[src/rtl/riscv_pkg.sv]
`default_nettype none
// +------------------------------------------------------------------+
// | Module      : riscv_pkg                                          |
// | Description : Shared types and encodings for the memory stage:  |
// |               access FSM states, Funct3 load/store codes and     |
// |               ResultSrc selects.                                 |
// | Revision    : 1.0  initial release                               |
// +------------------------------------------------------------------+
package riscv_pkg;

    // Memory-access sequencer states
    typedef enum logic [0:0] {
        S_IDLE = 1'b0,
        S_WAIT = 1'b1
    } mem_state_t;

    // Funct3 encodings for loads
    localparam logic [2:0] c_F3_LB  = 3'b000;
    localparam logic [2:0] c_F3_LH  = 3'b001;
    localparam logic [2:0] c_F3_LW  = 3'b010;
    localparam logic [2:0] c_F3_LBU = 3'b100;
    localparam logic [2:0] c_F3_LHU = 3'b101;

    // Funct3 encodings for stores
    localparam logic [2:0] c_F3_SB  = 3'b000;
    localparam logic [2:0] c_F3_SH  = 3'b001;
    localparam logic [2:0] c_F3_SW  = 3'b010;

    // ResultSrc encodings
    localparam logic [1:0] c_RES_ALU = 2'b00;
    localparam logic [1:0] c_RES_MEM = 2'b01;
    localparam logic [1:0] c_RES_PC4 = 2'b10;

endpackage
`default_nettype wire

[src/rtl/memory_stage_if.sv]
`default_nettype none
// +------------------------------------------------------------------+
// | Module      : memory_stage_if                                    |
// | Description : Data-memory request/response bus between the M     |
// |               stage (master) and the data memory (slave).        |
// | Revision    : 1.0  initial release                               |
// +------------------------------------------------------------------+
interface memory_stage_if;
    import riscv_pkg::*;

    logic        DMemReq;
    logic        DMemWe;
    logic [31:0] DMemAddr;
    logic [31:0] DMemWData;
    logic [3:0]  DMemBe;
    logic [31:0] DMemRData;
    logic        DMemReady;

    modport master (
        output DMemReq, DMemWe, DMemAddr, DMemWData, DMemBe,
        input  DMemRData, DMemReady
    );

    modport slave (
        input  DMemReq, DMemWe, DMemAddr, DMemWData, DMemBe,
        output DMemRData, DMemReady
    );

endinterface
`default_nettype wire

[src/rtl/load_store_align.sv]
`default_nettype none
// +------------------------------------------------------------------+
// | Module      : load_store_align                                   |
// | Description : Combinational byte-lane formatting: store lane     |
// |               replication and byte enables, load lane select     |
// |               with sign/zero extension, and access legality.     |
// | Revision    : 1.0  initial release                               |
// +------------------------------------------------------------------+
module load_store_align
    import riscv_pkg::*;
(
    input  logic [2:0]  i_funct3,
    input  logic        i_is_store,
    input  logic [1:0]  i_addr_lo,
    input  logic [31:0] i_store_data,
    input  logic [31:0] i_rdata,
    output logic [31:0] o_wdata,
    output logic [3:0]  o_be,
    output logic [31:0] o_load_data,
    output logic        o_bad
);

    logic [31:0] w_lane;

    // Bring the addressed byte down to lane 0 for loads
    assign w_lane = i_rdata >> {i_addr_lo, 3'b000};

    // Decode width/sign; unsupported codes and misaligned addresses are flagged bad
    always_comb begin
        o_wdata     = i_store_data;
        o_be        = 4'b0000;
        o_load_data = 32'h0;
        o_bad       = 1'b0;
        if (i_is_store) begin
            case (i_funct3)
                c_F3_SB: begin
                    o_be    = 4'b0001 << i_addr_lo;
                    o_wdata = {4{i_store_data[7:0]}};
                end
                c_F3_SH: begin
                    o_be    = 4'b0011 << i_addr_lo;
                    o_wdata = {2{i_store_data[15:0]}};
                    o_bad   = i_addr_lo[0];
                end
                c_F3_SW: begin
                    o_be    = 4'b1111 << i_addr_lo;
                    o_wdata = i_store_data;
                    o_bad   = |i_addr_lo;
                end
                default: o_bad = 1'b1;
            endcase
        end else begin
            case (i_funct3)
                c_F3_LB:  o_load_data = {{24{w_lane[7]}}, w_lane[7:0]};
                c_F3_LBU: o_load_data = {24'h0, w_lane[7:0]};
                c_F3_LH: begin
                    o_load_data = {{16{w_lane[15]}}, w_lane[15:0]};
                    o_bad       = i_addr_lo[0];
                end
                c_F3_LHU: begin
                    o_load_data = {16'h0, w_lane[15:0]};
                    o_bad       = i_addr_lo[0];
                end
                c_F3_LW: begin
                    o_load_data = w_lane;
                    o_bad       = |i_addr_lo;
                end
                default: o_bad = 1'b1;
            endcase
        end
    end

endmodule
`default_nettype wire

[src/rtl/memory_stage.sv]
`default_nettype none
// +------------------------------------------------------------------+
// | Module      : memory_stage                                       |
// | Description : Pipeline M stage: EX/MEM register, data-memory     |
// |               request sequencer with stall generation, and       |
// |               load/store lane formatting.                        |
// | Revision    : 1.0  initial release                               |
// +------------------------------------------------------------------+
module memory_stage
    import riscv_pkg::*;
(
    input  logic        clk,
    input  logic        rst,
    input  logic        RegWriteE,
    input  logic        MemWriteE,
    input  logic [1:0]  ResultSrcE,
    input  logic [4:0]  RdE,
    input  logic [2:0]  Funct3E,
    input  logic [31:0] ALUResultE,
    input  logic [31:0] WriteDataE,
    input  logic [31:0] PCPlus4E,
    output logic        RegWriteM,
    output logic [1:0]  ResultSrcM,
    output logic [4:0]  RdM,
    output logic [31:0] ALUResultM,
    output logic [31:0] PCPlus4M,
    output logic [31:0] ReadDataM,
    output logic        BusyM,
    output logic        MisalignM,
    memory_stage_if.master dmem
);

    logic        r_regwrite;
    logic        r_memwrite;
    logic [1:0]  r_resultsrc;
    logic [4:0]  r_rd;
    logic [2:0]  r_funct3;
    logic [31:0] r_aluresult;
    logic [31:0] r_writedata;
    logic [31:0] r_pcplus4;

    mem_state_t  r_state;
    mem_state_t  w_state_next;

    logic        w_memop;
    logic        w_is_load;
    logic        w_fmt_bad;
    logic        w_misalign;
    logic        w_req;
    logic        w_busy;
    logic [31:0] w_wdata;
    logic [31:0] w_load_data;
    logic [3:0]  w_be;

    // EX/MEM register: advance every cycle unless the current access stalls
    always_ff @(posedge clk or posedge rst) begin
        if (rst) begin
            r_regwrite  <= 1'b0;
            r_memwrite  <= 1'b0;
            r_resultsrc <= 2'b00;
            r_rd        <= 5'd0;
            r_funct3    <= 3'd0;
            r_aluresult <= 32'h0;
            r_writedata <= 32'h0;
            r_pcplus4   <= 32'h0;
        end else if (!w_busy) begin
            r_regwrite  <= RegWriteE;
            r_memwrite  <= MemWriteE;
            r_resultsrc <= ResultSrcE;
            r_rd        <= RdE;
            r_funct3    <= Funct3E;
            r_aluresult <= ALUResultE;
            r_writedata <= WriteDataE;
            r_pcplus4   <= PCPlus4E;
        end
    end

    assign w_memop    = r_memwrite | (r_resultsrc == c_RES_MEM);
    assign w_is_load  = (r_resultsrc == c_RES_MEM) & ~r_memwrite;
    assign w_misalign = w_memop & w_fmt_bad;

    load_store_align u_align (
        .i_funct3     (r_funct3),
        .i_is_store   (r_memwrite),
        .i_addr_lo    (r_aluresult[1:0]),
        .i_store_data (r_writedata),
        .i_rdata      (dmem.DMemRData),
        .o_wdata      (w_wdata),
        .o_be         (w_be),
        .o_load_data  (w_load_data),
        .o_bad        (w_fmt_bad)
    );

    // Sequencer state register; reset abandons any outstanding access
    always_ff @(posedge clk or posedge rst) begin
        if (rst) begin
            r_state <= S_IDLE;
        end else begin
            r_state <= w_state_next;
        end
    end

    // Issue one request per memory op; stall until the memory signals ready
    always_comb begin
        w_state_next = r_state;
        w_req        = 1'b0;
        w_busy       = 1'b0;
        case (r_state)
            S_IDLE: begin
                if (w_memop && !w_misalign) begin
                    w_req = 1'b1;
                    if (!dmem.DMemReady) begin
                        w_busy       = 1'b1;
                        w_state_next = S_WAIT;
                    end
                end
            end
            S_WAIT: begin
                // EX/MEM is frozen here, so address/data/enables stay stable
                w_req  = 1'b1;
                w_busy = ~dmem.DMemReady;
                if (dmem.DMemReady) begin
                    w_state_next = S_IDLE;
                end
            end
            default: w_state_next = S_IDLE;
        endcase
    end

    assign dmem.DMemReq   = w_req;
    assign dmem.DMemWe    = w_req & r_memwrite;
    assign dmem.DMemAddr  = {r_aluresult[31:2], 2'b00};
    assign dmem.DMemWData = w_wdata;
    assign dmem.DMemBe    = (w_req & r_memwrite) ? w_be : 4'b0000;

    assign RegWriteM  = r_regwrite & ~w_misalign;
    assign ResultSrcM = r_resultsrc;
    assign RdM        = r_rd;
    assign ALUResultM = r_aluresult;
    assign PCPlus4M   = r_pcplus4;
    assign BusyM      = w_busy;
    assign MisalignM  = w_misalign;
    assign ReadDataM  = (w_req && w_is_load && dmem.DMemReady) ? w_load_data : 32'h0;

endmodule
`default_nettype wire

[src/flat_wrapper.sv]
// flat-port wrapper written by rule: the top's interface ports become plain ports
module memory_stage_flat import riscv_pkg::*;
  (clk, rst, RegWriteE, MemWriteE, ResultSrcE, RdE, Funct3E, ALUResultE, WriteDataE, PCPlus4E, RegWriteM, ResultSrcM, RdM, ALUResultM, PCPlus4M, ReadDataM, BusyM, MisalignM, dmem_DMemReq, dmem_DMemWe, dmem_DMemAddr, dmem_DMemWData, dmem_DMemBe, dmem_DMemRData, dmem_DMemReady);
  memory_stage_if dmem_i ();
  input  logic clk;
  input  logic rst;
  input  logic RegWriteE;
  input  logic MemWriteE;
  input  logic [1:0] ResultSrcE;
  input  logic [4:0] RdE;
  input  logic [2:0] Funct3E;
  input  logic [31:0] ALUResultE;
  input  logic [31:0] WriteDataE;
  input  logic [31:0] PCPlus4E;
  output logic RegWriteM;
  output logic [1:0] ResultSrcM;
  output logic [4:0] RdM;
  output logic [31:0] ALUResultM;
  output logic [31:0] PCPlus4M;
  output logic [31:0] ReadDataM;
  output logic BusyM;
  output logic MisalignM;
  output wire logic [$bits(dmem_i.DMemReq)-1:0] dmem_DMemReq;
  output wire logic [$bits(dmem_i.DMemWe)-1:0] dmem_DMemWe;
  output wire logic [$bits(dmem_i.DMemAddr)-1:0] dmem_DMemAddr;
  output wire logic [$bits(dmem_i.DMemWData)-1:0] dmem_DMemWData;
  output wire logic [$bits(dmem_i.DMemBe)-1:0] dmem_DMemBe;
  input wire logic [$bits(dmem_i.DMemRData)-1:0] dmem_DMemRData;
  input wire logic [$bits(dmem_i.DMemReady)-1:0] dmem_DMemReady;
  assign dmem_DMemReq = dmem_i.DMemReq;
  assign dmem_DMemWe = dmem_i.DMemWe;
  assign dmem_DMemAddr = dmem_i.DMemAddr;
  assign dmem_DMemWData = dmem_i.DMemWData;
  assign dmem_DMemBe = dmem_i.DMemBe;
  assign dmem_i.DMemRData = dmem_DMemRData;
  assign dmem_i.DMemReady = dmem_DMemReady;
  memory_stage u_core (.clk(clk), .rst(rst), .RegWriteE(RegWriteE), .MemWriteE(MemWriteE), .ResultSrcE(ResultSrcE), .RdE(RdE), .Funct3E(Funct3E), .ALUResultE(ALUResultE), .WriteDataE(WriteDataE), .PCPlus4E(PCPlus4E), .RegWriteM(RegWriteM), .ResultSrcM(ResultSrcM), .RdM(RdM), .ALUResultM(ALUResultM), .PCPlus4M(PCPlus4M), .ReadDataM(ReadDataM), .BusyM(BusyM), .MisalignM(MisalignM), .dmem(dmem_i));
endmodule
[config.mk]
export PLATFORM = sky130hd
export DESIGN_NAME = memory_stage_flat
export DESIGN_NICKNAME = d
export VERILOG_FILES = /design/src/rtl/riscv_pkg.sv /design/src/rtl/memory_stage_if.sv /design/src/rtl/load_store_align.sv /design/src/rtl/memory_stage.sv /design/src/flat_wrapper.sv
export SDC_FILE = /design/constraint.sdc
export NUM_CORES = 1
export LEC_CHECK = 0
export CAP_MARGIN = 25
export CELL_PAD_IN_SITES_DETAIL_PLACEMENT = 0
export CELL_PAD_IN_SITES_GLOBAL_PLACEMENT = 1
export CORE_MARGIN = 3
export CORE_UTILIZATION = 31
export CTS_CLUSTER_SIZE = 28
export DETAILED_ROUTE_END_ITERATION = 10
export HOLD_SLACK_MARGIN = 0.1
export PLACE_DENSITY_LB_ADDON = 0.1
export SETUP_SLACK_MARGIN = 0.5
export SLEW_MARGIN = 20
export SYNTH_ARGS = -nofsm -noshare
export SYNTH_HDL_FRONTEND = slang
export SYNTH_SLANG_ARGS = --single-unit
[constraint.sdc]
create_clock -name clk -period 10.2 [get_ports clk]
set_clock_uncertainty 0.1 [all_clocks]
set_input_delay 1.53 -clock clk [delete_from_list [all_inputs] [get_ports clk]]
set_output_delay 1.53 -clock clk [all_outputs]
set_load 0.03 [all_outputs]
==> impl_metrics.toml, run 1 <==
[status]
status = "finished clean"

[critical_path]
cp-end-kind = "output port"
critPathRequiredTime_ps = 8570
start_kind = "input port"
cpMostUsedCell = "clkdlybuf4s50_1"
crit_type = "input port to output port"
cpMaxStageDelayCell = "clkdlybuf4s50_1"
cp_num_buf_inv = 2
crit_family = "buffers and inverters"
crit_arrival_ps = 3940
critPathMaxFanout = 16
crit_chain = "clkdlybuf4s50_1 -> mux4_2 -> nand2_2 -> a21boi_4 -> a21oi_1 -> clkdlybuf4s50_1"
cp_slowest_stage_delay_ps = 620

[cts]
holdBufCountCts = 0
postCtsSetupRepairBufs = 0
clk_latency_ps = 350
numCtsBuffers = 9
cts_sinks = 109
cts_tree = "yes"
cts-root-buf = "clkbuf_16"
cts-htree-levels = 3
path_clk_slew_ps = 70
cts_resized = 0
clockBufferDepth = 2

[sta]
slew_viol_final = 0
finalSetupViolCount = 0
setup_tns_ps = 0
period_minus_slack_ps = 5570
fin_crit_sh_pct = 54.6
worst_pin_slew_ps = 965
timing.fmax_mhz = 180
slew_headroom_pct = 35.5
finalHoldViolCount = 0
rsz0062_at_grt = "no"

[routing]
wire_per_inst_um = 18.2
post-route-drc-count = 0
ant_nets = 0
viasPerCell = 4.73
dr.pass1.iters = 4
totalWireLength_um = 17600
drt_iter0_drc = 149
vias = 4564

[floorplan]
dieHeight_um = 142
row_count = 49
die_w_um = 142
fp.dieArea_sq_mm = 0.0202
ioPinCount = 319
core_sq_mm = 0.0181
initial_utilization_pct = 31.8

[yosys]
ys_async_sr_fraction_pct = 100
synth_compound_area_share_pct = 8.54
syn_area_sq_mm = 0.00576
synth-adder-area-share_pct = 0
yosys.area_share.xor_xnor_pct = 0
ys_seq_area_share_pct = 47.4
synth-main-ff-cell = "dfrtp_1"
muxShareOfSynthArea_pct = 28.4
synth_top_family_by_area = "multiplexers"
yosysWarnings = 0
netlist_instances = 469
synth-simple-area-share_pct = 6.50
ys_ff_latch = 109
syn_area_per_cell_sq_um = 12.3
yosys.cell_types.count = 38
synth_edf_count = 0

[global_route]
grt_usage_pct = 17.3
grt_pass1_vias = 5018
grt_pass1_wl_um = 27600
antenna_found_initial = 0
grt_max_degree = 69
grt_overflow = 0

[final_layout]
fin_nets = 873
final_cells = 964
syn_to_final_growth_pct = 57.2
drive_gt1_share_pct = 22.4
final_util_pct = 50.0
insertedDiodeCount = 0

[placement]
hpwl_um = 13100
gp_congestion = 0.804
portBuffers = 316
dp_cells = 948

[job]
cap_viol_max_count = 0

[pwr]
cellLeakagePower_nw = 3.50
p_total_mw = 1.55
ir_drop_v = 0.000103
power.density_mw_per_mm2 = 172

[min_path]
hp-class = "register to register"
-- power breakdown --
group          internal [mW]  leakage (nW)  switching [mW]  total [mW]
Clock                  0.171         0.130           0.174       0.345
Sequential             0.495          1.27          0.0523       0.547
Combinational          0.315          2.10           0.348       0.663
Total                  0.980          3.50           0.574        1.55
-- cell families (layout without fill, tap and decap cells) --
logic type,after synthesis,count (layout)
buffers and inverters,77,342
muxes,142,142
and+or+nand+nor,68,68
AOI/OAI and AO/OA,72,72
other,1,2
DFF,109,109
-- final cells by class --
class	count	area, sq um
fillers	1625	9040
flip-flops and latches	109	2730
well taps	229	287
multi-input cells	284	2520
clock buffers	10	229
clock inverters	6	58.8
inverters	4	17.5
repair buffers	322	3210
-- per-stage QoR --
stage          area, sq um  setup WS (ps)  hold slack (ps)
4_1_cts               9050           4640              403
5_1_grt               9050           4530              429
6_report              9050           4630              407
3_3_place_gp          8760           4740              381
2_1_floorplan         5760           5700              371
3_5_place_dp          8760           4630              385
-- sequential cells by signal (all words and copies together) (netlist names) --
name / count
u_core.PCPlus4M: 32
u_core.ResultSrcM: 2
u_core.r_state: 1
u_core.r_writedata: 32
u_core.r_funct3: 3
u_core.r_memwrite: 1
u_core.ALUResultM: 32
u_core.r_regwrite: 1
u_core.RdM: 5
-- cell usage in the layout (no fill, tap or decap), types with 2 or more instances in the layout --
cell type	synthesis	layout
nor2_1	14	14
a22o_1	16	16
mux2i_1	8	8
mux2_4	9	9
dfrtp_1	109	109
nand2_1	18	18
a211oi_1	14	14
clkinvlp_4	0	3
a21oi_1	26	26
inv_1	4	3
o21ai_0	10	10
nor2b_1	12	12
mux2_2	124	124
nor3_1	4	4
clkdlybuf4s50_1	0	316
and2_1	10	10
nor3_4	1	2
clkbuf_16	0	9
buf_4	52	6
conb_1	1	2
-- metal layers --
metal | up-vias | routed length [um] | track usage (%)
li1 | 2144 | - | -
met3 | 17 | 1590 | 6.69
met1 | 2211 | 7190 | 21.2
met4 | 0 | 266 | 4.90
met2 | 192 | 8530 | 28.4
met5 | - | 0 | 0
-- final timing paths --
path                                           start                     to  slack [ps]  depth (start not counted)
worst max-delay path              dmem_DMemRData[31]          ReadDataM[16]        4630                          6
worst min-delay path               u_core.r_regwrite      u_core.r_regwrite         410                          1
worst max register to register  u_core.ALUResultM[1]    u_core.PCPlus4M[22]        6910                          7
worst min register to register     u_core.r_regwrite      u_core.r_regwrite         410                          1
max in group asynchronous                        rst     u_core.PCPlus4M[2]        7250                          3
min in group asynchronous                        rst  u_core.ALUResultM[19]        1540                          2
-- cells in the mapped netlist, types with 4 or more instances --
library cell / number / area, sq um
nor3_1: 4 / 20.0
a22o_1: 16 / 140
dfrtp_1: 109 / 2730
mux2_4: 9 / 135
buf_2: 13 / 65.1
mux2_2: 124 / 1400
nor2_1: 14 / 52.6
and2_1: 10 / 62.6
o21ai_0: 10 / 50.1
clkbuf_1: 5 / 18.8
nor2b_1: 12 / 75.1
buf_4: 52 / 390
a211oi_1: 14 / 105
a21oi_1: 26 / 130
mux2i_1: 8 / 80.1
inv_1: 4 / 15.0
nand2_1: 18 / 67.6
Note: power is estimated with default switching activity, not from simulation.
==> run 2: changes to the inputs <==
Settings changed: CORE_UTILIZATION 31 to 29.
Clock period 10.2 ns to 5.5 ns, I/O delays scaled along.
==> run 2 against run 1 <==
Core utilization down 2.1 points; sequential cell count is the same; clock-buffer cell count unchanged; sequential power rose by 86%; via count fell by 0.31%; highest routed layer unchanged.
==> impl_metrics.toml, run 2 (synthesis results as in run 1) <==
[status]
status = "finished clean"

[routing]
post-route-drc-count = 0
drt_iter0_drc = 133
ant_nets = 0
vias = 4550
totalWireLength_um = 18100
dr.pass1.iters = 4
viasPerCell = 4.56
wire_per_inst_um = 18.2

[cts]
cts_tree = "yes"
holdBufCountCts = 0
cts-htree-levels = 3
numCtsBuffers = 9
clockBufferDepth = 2
postCtsSetupRepairBufs = 0
cts_sinks = 109
path_clk_slew_ps = 80
cts_resized = 0
cts-root-buf = "clkbuf_16"
clk_latency_ps = 350

[floorplan]
ioPinCount = 319
die_w_um = 147
row_count = 50
core_sq_mm = 0.0191
fp.dieArea_sq_mm = 0.0216
dieHeight_um = 147
initial_utilization_pct = 30.2

[sta]
worst_pin_slew_ps = 860
period_minus_slack_ps = 4200
fin_crit_sh_pct = 76.4
slew_headroom_pct = 42.7
finalSetupViolCount = 0
timing.fmax_mhz = 238
finalHoldViolCount = 0
rsz0062_at_grt = "no"
setup_tns_ps = 0
slew_viol_final = 0

[critical_path]
crit_chain = "mux4_2 -> nand2_2 -> a21boi_4 -> a21oi_1 -> clkdlybuf4s50_1"
critPathMaxFanout = 23
crit_type = "register to output port"
r2r_setup_slack_ps = 2000
cp-end-kind = "output port"
crit_arrival_ps = 3280
cpMaxStageDelayCell = "dfrtp_1"
critPathRequiredTime_ps = 4580
r2r-end = "u_core.PCPlus4M[28]"
cp-startpoint = "u_core.ALUResultM[1]"
start_kind = "register"
ff2ff_path_depth = 6
timing.rr.start = "u_core.ALUResultM[1]"
cp_slowest_stage_delay_ps = 900
crit_path_end = "ReadDataM[31]"

[final_layout]
drive_gt1_share_pct = 22.8
final_cell_mix = "316 x clkdlybuf4s50_1, 124 x mux2_2, 109 x dfrtp_1"
final_cells = 997
final_cell_area_sq_mm = 0.00914
syn_to_final_growth_pct = 58.7
insertedDiodeCount = 0
fin_nets = 875
final_util_pct = 47.9
mostFrequentLayoutCell = "clkdlybuf4s50_1"
fillers = 1769

[global_route]
antenna_found_initial = 0
grt_pass1_wl_um = 28400
grt_usage_pct = 16.6
grt_pass1_vias = 5001
grt_max_degree = 64
grt_overflow = 0

[placement]
portBuffers = 316
hpwl_um = 13700
gp_congestion = 0.761
dp_cells = 981
place_area_sq_mm = 0.00883

[pwr]
p_total_mw = 2.91
cellLeakagePower_nw = 3.54
ir_drop_v = 0.000181
power.density_mw_per_mm2 = 319

[job]
cap_viol_max_count = 0

[min_path]
hp-class = "register to register"
holdCritStartpoint = "u_core.PCPlus4M[18]"
==> run 2: cell count changes in the layout (fill, tap and decap cells not counted) <==
cell,before,now
inv_6,1,0
inv_8,1,3
clkinv_2,0,1
buf_16,0,1
clkbuf_8,0,1
buf_4,6,7
clkinvlp_4,3,1
clkbuf_1,1,0
==> run 2: report_power, final <==
part	switching [mW]	leakage [nW]	total [mW]	internal, mW
logic	0.638	2.12	1.22	0.586
registers	0.107	1.27	1.02	0.917
clock network	0.329	0.147	0.662	0.333
total	1.07	3.54	2.91	1.84
==> run 2: critical path, delay by kind of cell (launching register included) <==
kind / cells / cell delay [ps]
AOI/OAI and AO/OA: 2 / 590
DFF: 1 / 900
and+or+nand+nor: 1 / 180
buffers and inverters: 1 / 630
muxes: 1 / 620
==> run 2: final cells by class <==
cell class / instances / area [sq um] / share of cell area [%]
flip-flops and latches: 109 / 2730 / 29.9
clock buffers: 10 / 239 / 2.62
inverters: 4 / 17.5 / 0.192
repair buffers: 324 / 3240 / 35.5
multi-input cells: 284 / 2520 / 27.6
well taps: 260 / 325 / 3.56
clock inverters: 6 / 62.6 / 0.685
==> run 2: how the worst min path moves through the flow <==
stage / to / cells past startpoint
2_1_floorplan: u_core.r_regwrite / 1
3_3_place_gp: u_core.r_regwrite / 1
3_5_place_dp: u_core.r_regwrite / 1
4_1_cts: u_core.r_regwrite / 1
5_1_grt: u_core.PCPlus4M[12] / 1
6_report: u_core.PCPlus4M[18] / 1
==> run 2: per-layer routing <==
metal	share of wire [%]	global-route usage [%]	routed length [um]
met5	0	0	0
met4	2.1	4.61	374
met3	9.3	6.85	1690
met2	50	28.4	9070
met1	39	19.2	6990
==> run 2: metrics by stage <==
stage	hold WS [ps]	setup slack [ps]
2_1_floorplan	371	1700
3_5_place_dp	391	1340
6_report	406	1300
3_3_place_gp	382	1440
4_1_cts	408	1260
5_1_grt	419	1070
